<file path="src/rtl/s7_display_mux_if.sv">
// Digit data, display controls and pin-side outputs of s7_display_mux.
// master = producer of digits and controls; slave = the display driver.
interface s7_display_mux_if #(
    parameter int DIS_NUM  = 4,
    parameter int BRIGHT_W = 4
);
    logic [DIS_NUM*4-1:0] i_bcd_data;
    logic [DIS_NUM-1:0]   i_dp;
    logic                 i_blank_lz;
    logic [DIS_NUM-1:0]   i_blink;
    logic [BRIGHT_W-1:0]  i_bright;
    logic [6:0]           o_segments;
    logic                 o_dp;
    logic [DIS_NUM-1:0]   o_segments_sel;
    logic                 o_frame_start;

    modport master (
        output i_bcd_data, i_dp, i_blank_lz, i_blink, i_bright,
        input  o_segments, o_dp, o_segments_sel, o_frame_start
    );

    modport slave (
        input  i_bcd_data, i_dp, i_blank_lz, i_blink, i_bright,
        output o_segments, o_dp, o_segments_sel, o_frame_start
    );
endinterface

</file>
<file path="src/rtl/s7_display_mux.sv">
// Multiplexed common-anode 7-segment driver with frame capture, leading-zero blanking, blink and PWM.
// Define S7_HEX_EN to show 10..15 as A b C d E F; otherwise they show a dash.
module s7_display_mux #(
    parameter int DIS_NUM      = 4,
    parameter int MLT_CNT      = 10,
    parameter int BRIGHT_W     = 4,
    parameter int BLINK_FRAMES = 8
) (
    input  logic            i_clk,
    input  logic            i_rst,
    s7_display_mux_if.slave bus
);
    localparam int SLOT_W = (MLT_CNT > 1) ? $clog2(MLT_CNT) : 1;
    localparam int DIG_W  = (DIS_NUM > 1) ? $clog2(DIS_NUM) : 1;
    localparam int FRM_W  = (BLINK_FRAMES > 1) ? $clog2(BLINK_FRAMES) : 1;

    logic [SLOT_W-1:0]    slot_reg;
    logic [DIG_W-1:0]     digit_reg;
    logic [BRIGHT_W-1:0]  pwm_reg;
    logic [FRM_W-1:0]     frame_cnt_reg;
    logic                 blink_on_reg;
    logic [DIS_NUM*4-1:0] bcd_sh_reg;
    logic [DIS_NUM-1:0]   dp_sh_reg;
    logic                 lz_sh_reg;
    logic [DIS_NUM-1:0]   blink_sh_reg;
    logic [6:0]           seg_reg;
    logic                 dp_out_reg;
    logic [DIS_NUM-1:0]   sel_reg;
    logic                 frame_start_reg;

    logic                 slot_last, digit_last, capture;
    logic [DIS_NUM*4-1:0] bcd_eff;
    logic [DIS_NUM-1:0]   dp_eff, blink_eff;
    logic                 lz_eff;
    logic [3:0]           digit_val [DIS_NUM];
    logic [DIS_NUM-1:0]   digit_zero;
    logic [DIS_NUM-1:0]   blank_mask;
    logic                 higher_zero;
    logic                 blink_off, pwm_on;
    logic [6:0]           seg_next;
    logic                 dp_next;
    logic [DIS_NUM-1:0]   sel_next;

    assign slot_last  = (slot_reg == SLOT_W'(MLT_CNT - 1));
    assign digit_last = (digit_reg == DIG_W'(DIS_NUM - 1));
    assign capture    = (slot_reg == '0) && (digit_reg == '0);

    // On the capture edge the live inputs bypass the shadows so digit 0 shows new data at once.
    assign bcd_eff   = capture ? bus.i_bcd_data : bcd_sh_reg;
    assign dp_eff    = capture ? bus.i_dp       : dp_sh_reg;
    assign blink_eff = capture ? bus.i_blink    : blink_sh_reg;
    assign lz_eff    = capture ? bus.i_blank_lz : lz_sh_reg;

    genvar gi;
    generate
        for (gi = 0; gi < DIS_NUM; gi++) begin : g_digit
            assign digit_val[gi]  = bcd_eff[gi*4 +: 4];
            assign digit_zero[gi] = (bcd_eff[gi*4 +: 4] == 4'd0);
        end
    endgenerate

    always_comb begin
        higher_zero = 1'b1;
        blank_mask  = '0;
        for (int k = DIS_NUM - 1; k >= 1; k--) begin
            higher_zero   = higher_zero & digit_zero[k];
            blank_mask[k] = lz_eff & higher_zero;
        end
    end

    function automatic logic [6:0] glyph(input logic [3:0] v);
        case (v)
            4'd0:    glyph = 7'b0000001;
            4'd1:    glyph = 7'b1001111;
            4'd2:    glyph = 7'b0010010;
            4'd3:    glyph = 7'b0000110;
            4'd4:    glyph = 7'b1001100;
            4'd5:    glyph = 7'b0100100;
            4'd6:    glyph = 7'b0100000;
            4'd7:    glyph = 7'b0001111;
            4'd8:    glyph = 7'b0000000;
            4'd9:    glyph = 7'b0000100;
`ifdef S7_HEX_EN
            4'd10:   glyph = 7'b0001000;
            4'd11:   glyph = 7'b1100000;
            4'd12:   glyph = 7'b0110001;
            4'd13:   glyph = 7'b1000010;
            4'd14:   glyph = 7'b0110000;
            default: glyph = 7'b0111000;
`else
            default: glyph = 7'b1111110;
`endif
        endcase
    endfunction

    always_comb begin
        blink_off = ~blink_on_reg & blink_eff[digit_reg];
        pwm_on    = (pwm_reg < bus.i_bright) || (&bus.i_bright);
        seg_next  = (blank_mask[digit_reg] || blink_off) ? 7'b1111111 : glyph(digit_val[digit_reg]);
        dp_next   = blink_off ? 1'b1 : ~dp_eff[digit_reg];
        sel_next  = pwm_on ? ~(DIS_NUM'(1) << digit_reg) : '1;
    end

    always_ff @(posedge i_clk or posedge i_rst) begin
        if (i_rst) begin
            slot_reg        <= '0;
            digit_reg       <= '0;
            pwm_reg         <= '0;
            frame_cnt_reg   <= '0;
            blink_on_reg    <= 1'b1;
            bcd_sh_reg      <= '0;
            dp_sh_reg       <= '0;
            lz_sh_reg       <= 1'b0;
            blink_sh_reg    <= '0;
            seg_reg         <= 7'b1111111;
            dp_out_reg      <= 1'b1;
            sel_reg         <= '1;
            frame_start_reg <= 1'b0;
        end else begin
            pwm_reg <= pwm_reg + 1'b1;
            if (slot_last) begin
                slot_reg <= '0;
                if (digit_last) begin
                    digit_reg <= '0;
                    // Blink phase flips at the frame boundary so a frame never shows both phases.
                    if (frame_cnt_reg == FRM_W'(BLINK_FRAMES - 1)) begin
                        frame_cnt_reg <= '0;
                        blink_on_reg  <= ~blink_on_reg;
                    end else begin
                        frame_cnt_reg <= frame_cnt_reg + 1'b1;
                    end
                end else begin
                    digit_reg <= digit_reg + 1'b1;
                end
            end else begin
                slot_reg <= slot_reg + 1'b1;
            end
            if (capture) begin
                bcd_sh_reg   <= bus.i_bcd_data;
                dp_sh_reg    <= bus.i_dp;
                lz_sh_reg    <= bus.i_blank_lz;
                blink_sh_reg <= bus.i_blink;
            end
            seg_reg         <= seg_next;
            dp_out_reg      <= dp_next;
            sel_reg         <= sel_next;
            frame_start_reg <= capture;
        end
    end

    assign bus.o_segments     = seg_reg;
    assign bus.o_dp           = dp_out_reg;
    assign bus.o_segments_sel = sel_reg;
    assign bus.o_frame_start  = frame_start_reg;
endmodule

</file>
<file path="src/flat_wrapper.sv">
// flat-port wrapper written by rule: the top's interface ports become plain ports
module s7_display_mux_flat 
#(
    parameter int DIS_NUM      = 4,
    parameter int MLT_CNT      = 10,
    parameter int BRIGHT_W     = 4,
    parameter int BLINK_FRAMES = 8
)
  (i_clk, i_rst, bus_i_bcd_data, bus_i_dp, bus_i_blank_lz, bus_i_blink, bus_i_bright, bus_o_segments, bus_o_dp, bus_o_segments_sel, bus_o_frame_start);
  s7_display_mux_if #(.DIS_NUM(DIS_NUM), .BRIGHT_W(BRIGHT_W)) bus_i ();
  input  logic i_clk;
  input  logic i_rst;
  input wire logic [$bits(bus_i.i_bcd_data)-1:0] bus_i_bcd_data;
  input wire logic [$bits(bus_i.i_dp)-1:0] bus_i_dp;
  input wire logic [$bits(bus_i.i_blank_lz)-1:0] bus_i_blank_lz;
  input wire logic [$bits(bus_i.i_blink)-1:0] bus_i_blink;
  input wire logic [$bits(bus_i.i_bright)-1:0] bus_i_bright;
  output wire logic [$bits(bus_i.o_segments)-1:0] bus_o_segments;
  output wire logic [$bits(bus_i.o_dp)-1:0] bus_o_dp;
  output wire logic [$bits(bus_i.o_segments_sel)-1:0] bus_o_segments_sel;
  output wire logic [$bits(bus_i.o_frame_start)-1:0] bus_o_frame_start;
  assign bus_i.i_bcd_data = bus_i_bcd_data;
  assign bus_i.i_dp = bus_i_dp;
  assign bus_i.i_blank_lz = bus_i_blank_lz;
  assign bus_i.i_blink = bus_i_blink;
  assign bus_i.i_bright = bus_i_bright;
  assign bus_o_segments = bus_i.o_segments;
  assign bus_o_dp = bus_i.o_dp;
  assign bus_o_segments_sel = bus_i.o_segments_sel;
  assign bus_o_frame_start = bus_i.o_frame_start;
  s7_display_mux #(.DIS_NUM(DIS_NUM), .MLT_CNT(MLT_CNT), .BRIGHT_W(BRIGHT_W), .BLINK_FRAMES(BLINK_FRAMES)) u_core (.i_clk(i_clk), .i_rst(i_rst), .bus(bus_i));
endmodule
</file>
<file path="config.mk">
export PLATFORM = sky130hd
export DESIGN_NAME = s7_display_mux_flat
export DESIGN_NICKNAME = d
export VERILOG_FILES = /design/src/rtl/s7_display_mux_if.sv /design/src/rtl/s7_display_mux.sv /design/src/flat_wrapper.sv
export SDC_FILE = /design/constraint.sdc
export NUM_CORES = 1
export LEC_CHECK = 0
export ABC_AREA = 1
export CORE_MARGIN = 2
export CORE_UTILIZATION = 57
export DETAILED_ROUTE_END_ITERATION = 6
export PLACE_DENSITY = 0.92
export SYNTH_ARGS = -nofsm -noshare
export SYNTH_HDL_FRONTEND = slang
export SYNTH_SLANG_ARGS = --single-unit
</file>
<file path="constraint.sdc">
create_clock -name i_clk -period 7.3 [get_ports i_clk]
set_input_delay 1.825 -clock i_clk [delete_from_list [all_inputs] [get_ports i_clk]]
set_output_delay 1.825 -clock i_clk [all_outputs]
set_load 0.05 [all_outputs]
</file>
==> impl_metrics.tcl <==
set metrics [dict create \
    areaGrowthSynthToFinish_pct 19.7 \
    grt_pass1_vias 2145 \
    synth_seq_area_share 0.488 \
    min_path_type "flop to flop" \
    rows 25 \
    drive_gt1_frac 0.130 \
    ant_nets 0 \
    diodes 0 \
    max_freq_ghz 0.287 \
    clk_pin_slew_worst_paths_ns 0.10 \
    drc_errors 0 \
    gr-total-overflow 0 \
    fp.dieH_microns 72.9 \
    whs_path_depth 1 \
    vias 2168 \
    synth_cell_type_count 35 \
    synth_seq_cells 52 \
    cap_viol_max_count 0 \
    syn_nets 357 \
    grt_use_total 0.224 \
    cp_top_family "buffers and inverters" \
    cpMaxStageDelayCell "clkdlybuf4s50_1" \
    tightest_slew_ns 1.04 \
    yosys_warnings 0 \
    switchingPower_mw 0.140 \
    grt_max_degree 53 \
    fin_crit_ns 3.48 \
    pwr-share-comb 0.130 \
    first_iter_violations 133 \
    tns_ns 0 \
    synth_top_family_by_area "simple AND/OR/NAND/NOR gates" \
    finalPower_mw 0.537 \
    wl_per_cell_microns 13.9 \
    largest_reg_flops 16 \
    clk_latency_ns 0.31 \
    cts_root_buffer "clkbuf_8" \
    end_kind "output pin" \
    portBuffers 43 \
    cp.arrival_ns 1.66 \
    crit_type "flop to output pin" \
    post_cts_buffers 0 \
    synth_area_sq_um 2700 \
    required_ns 5.48 \
    switching_share 0.261 \
    hold_viol 0 \
    wirelength_mm 5.66 \
    holdWs_ns 0.470 \
    hold_end "u_core.pwm_reg[0]$_DFF_PP0_" \
    final_cell_mix "nand2_1, inv_1, clkdlybuf4s50_1" \
    finalCritPeriodShare 0.477 \
    cts.sinks 52 \
    yosys.area_share.simple 0.263 \
    power_per_cell_area_nw_per_um2 166 \
    nets 400 \
    drtPass1Iterations 4 \
    rrSetupSlack_ns 3.93 \
    cts_buffers 5 \
    dpl.hpwl_mm 3.99 \
    synthCells 310 \
    worst_setup_path_start_kind "flop" \
    syn_area_per_cell_sq_um 8.72 \
    r2r_start "u_core.digit_reg[0]$_DFFE_PP0N_" \
    worstHoldStart "u_core.pwm_reg[0]$_DFF_PP0_" \
    r2r_end "u_core.bus.o_segments[6]$_DFF_PP1_" \
    pwr-share-seq 0.565 \
    setup-violations-final 0 \
    design.die.area_sq_um 5310 \
    rsz0062_at_grt "false" \
    cp_slowest_stage_delay_ns 0.82 \
    vdd_drop_max_mv 0.0925 \
    p_leak_nw 1.67 \
    gp_congestion 0.953 \
    outcome "complete, no violations" \
    tritoncts "yes" \
    grt_pass1_wl_mm 9.17 \
    critPathBufInv 1 \
    synth-xor-area-share 0.0162 \
    relSlewSlack 0.304 \
    synth_compound_area_frac 0.0602 \
    start_util 0.580 \
    internal_power_mw 0.397 \
    critical_path.cell_chain "clkdlybuf4s50_1" \
    finClkSkew_ns 0.0136 \
    synth_fa_ha_area_frac 0.0741 \
    r2r_cells 13 \
    final_common_cell "nand2_1" \
    synth_mux_area_frac 0.00787 \
    pwr-share-clk 0.305 \
    hold_buffers 0 \
    top_level_ports 44 \
    die_x_microns 72.9 \
    slew_viol_final 0 \
    cts-resized-gates 0 \
    antenna_found_initial 0 \
    dp.cells 400 \
    fin_cells 408 \
    vias_per_cell 5.31 \
    final_util 0.694 \
    core_area_sq_um 4660 \
    cts_buffer_depth 2 \
    h-tree-depth 2 \
    worstPathMaxFanout 1 \
]
## cell usage after synthesis, drive strengths merged
cell type | count | share of area
dfstp | 13 | 0.13
xor2 | 4 | 0.013
o21ai | 16 | 0.031
o211ai | 4 | 0.017
xnor2 | 1 | 0.0032
nand3b | 2 | 0.0056
nand2 | 87 | 0.13
o21a | 1 | 0.0028
ha | 16 | 0.074
inv | 48 | 0.067
clkinv | 3 | 0.0046
a211oi | 1 | 0.0028
dfrtp | 39 | 0.36
nand4 | 12 | 0.028
buf | 7 | 0.019
mux2 | 1 | 0.0042
nor2 | 17 | 0.036
nand3 | 31 | 0.062
mux2i | 1 | 0.0037
or2 | 3 | 0.0069
o22ai | 1 | 0.0023
a21oi | 1 | 0.0019
a21boi | 1 | 0.0028
## layer usage
| layer | vias up | share of wire | global-route usage |
|---|---|---|---|
| li1 | 1060 | - | - |
| met1 | 1019 | 0.41 | 0.267 |
| met2 | 75 | 0.51 | 0.400 |
| met3 | 14 | 0.054 | 0.0304 |
| met4 | 0 | 0.023 | 0.0988 |
| met5 | - | 0 | 0 |
## power by group through the flow
stage,clock (mW),combinational [mW],sequential (mW)
after floorplan,0,0.0280,0.320
after global placement,0,0.0670,0.308
after detailed placement,0,0.0695,0.309
after CTS,0.165,0.0701,0.303
after global routing,0.180,0.0765,0.304
final,0.164,0.0698,0.303
## layout make-up
type / count / area (sq um)
Inverter: 51 / 193
Clock inverter: 3 / 18.8
Sequential cell: 52 / 1320
Clock buffer: 5 / 68.8
Fill cell: 359 / 1430
Multi-Input combinational cell: 200 / 1140
Tap cell: 54 / 67.6
Timing Repair Buffer: 43 / 430
## stage by stage
stage	cell area [sq um]	worst slack [ns]
floorplan	2700	4.24
global placement	3150	3.78
detailed placement	3150	3.68
CTS	3240	3.81
global route	3240	3.65
finish	3240	3.82
## worst max-delay path by stage
stage | to | cells after the start | slack, ns | from
finish | bus_o_segments[5] | 1 | 3.82 | u_core.bus.o_segments[5]$_DFF_PP1_
global route | u_core.bus.o_segments[6]$_DFF_PP1_ | 13 | 3.65 | u_core.digit_reg[0]$_DFFE_PP0N_
CTS | bus_o_segments[5] | 1 | 3.81 | u_core.bus.o_segments[5]$_DFF_PP1_
detailed placement | u_core.bus.o_segments[6]$_DFF_PP1_ | 12 | 3.68 | bus_i_bcd_data[9]
global placement | u_core.bus.o_segments[3]$_DFF_PP1_ | 12 | 3.78 | bus_i_bcd_data[9]
floorplan | u_core.bcd_sh_reg[0]$_DFF_PP0_ | 1 | 4.24 | i_rst
## cell families after synthesis
group | after synthesis
and+or+nand+nor | 152
buffers and inverters | 58
DFF | 52
AOI/OAI and AO/OA | 25
adders and majority gates | 16
xor gates and xnor gates | 5
muxes | 2
Power figures use the tool's default switching activity.
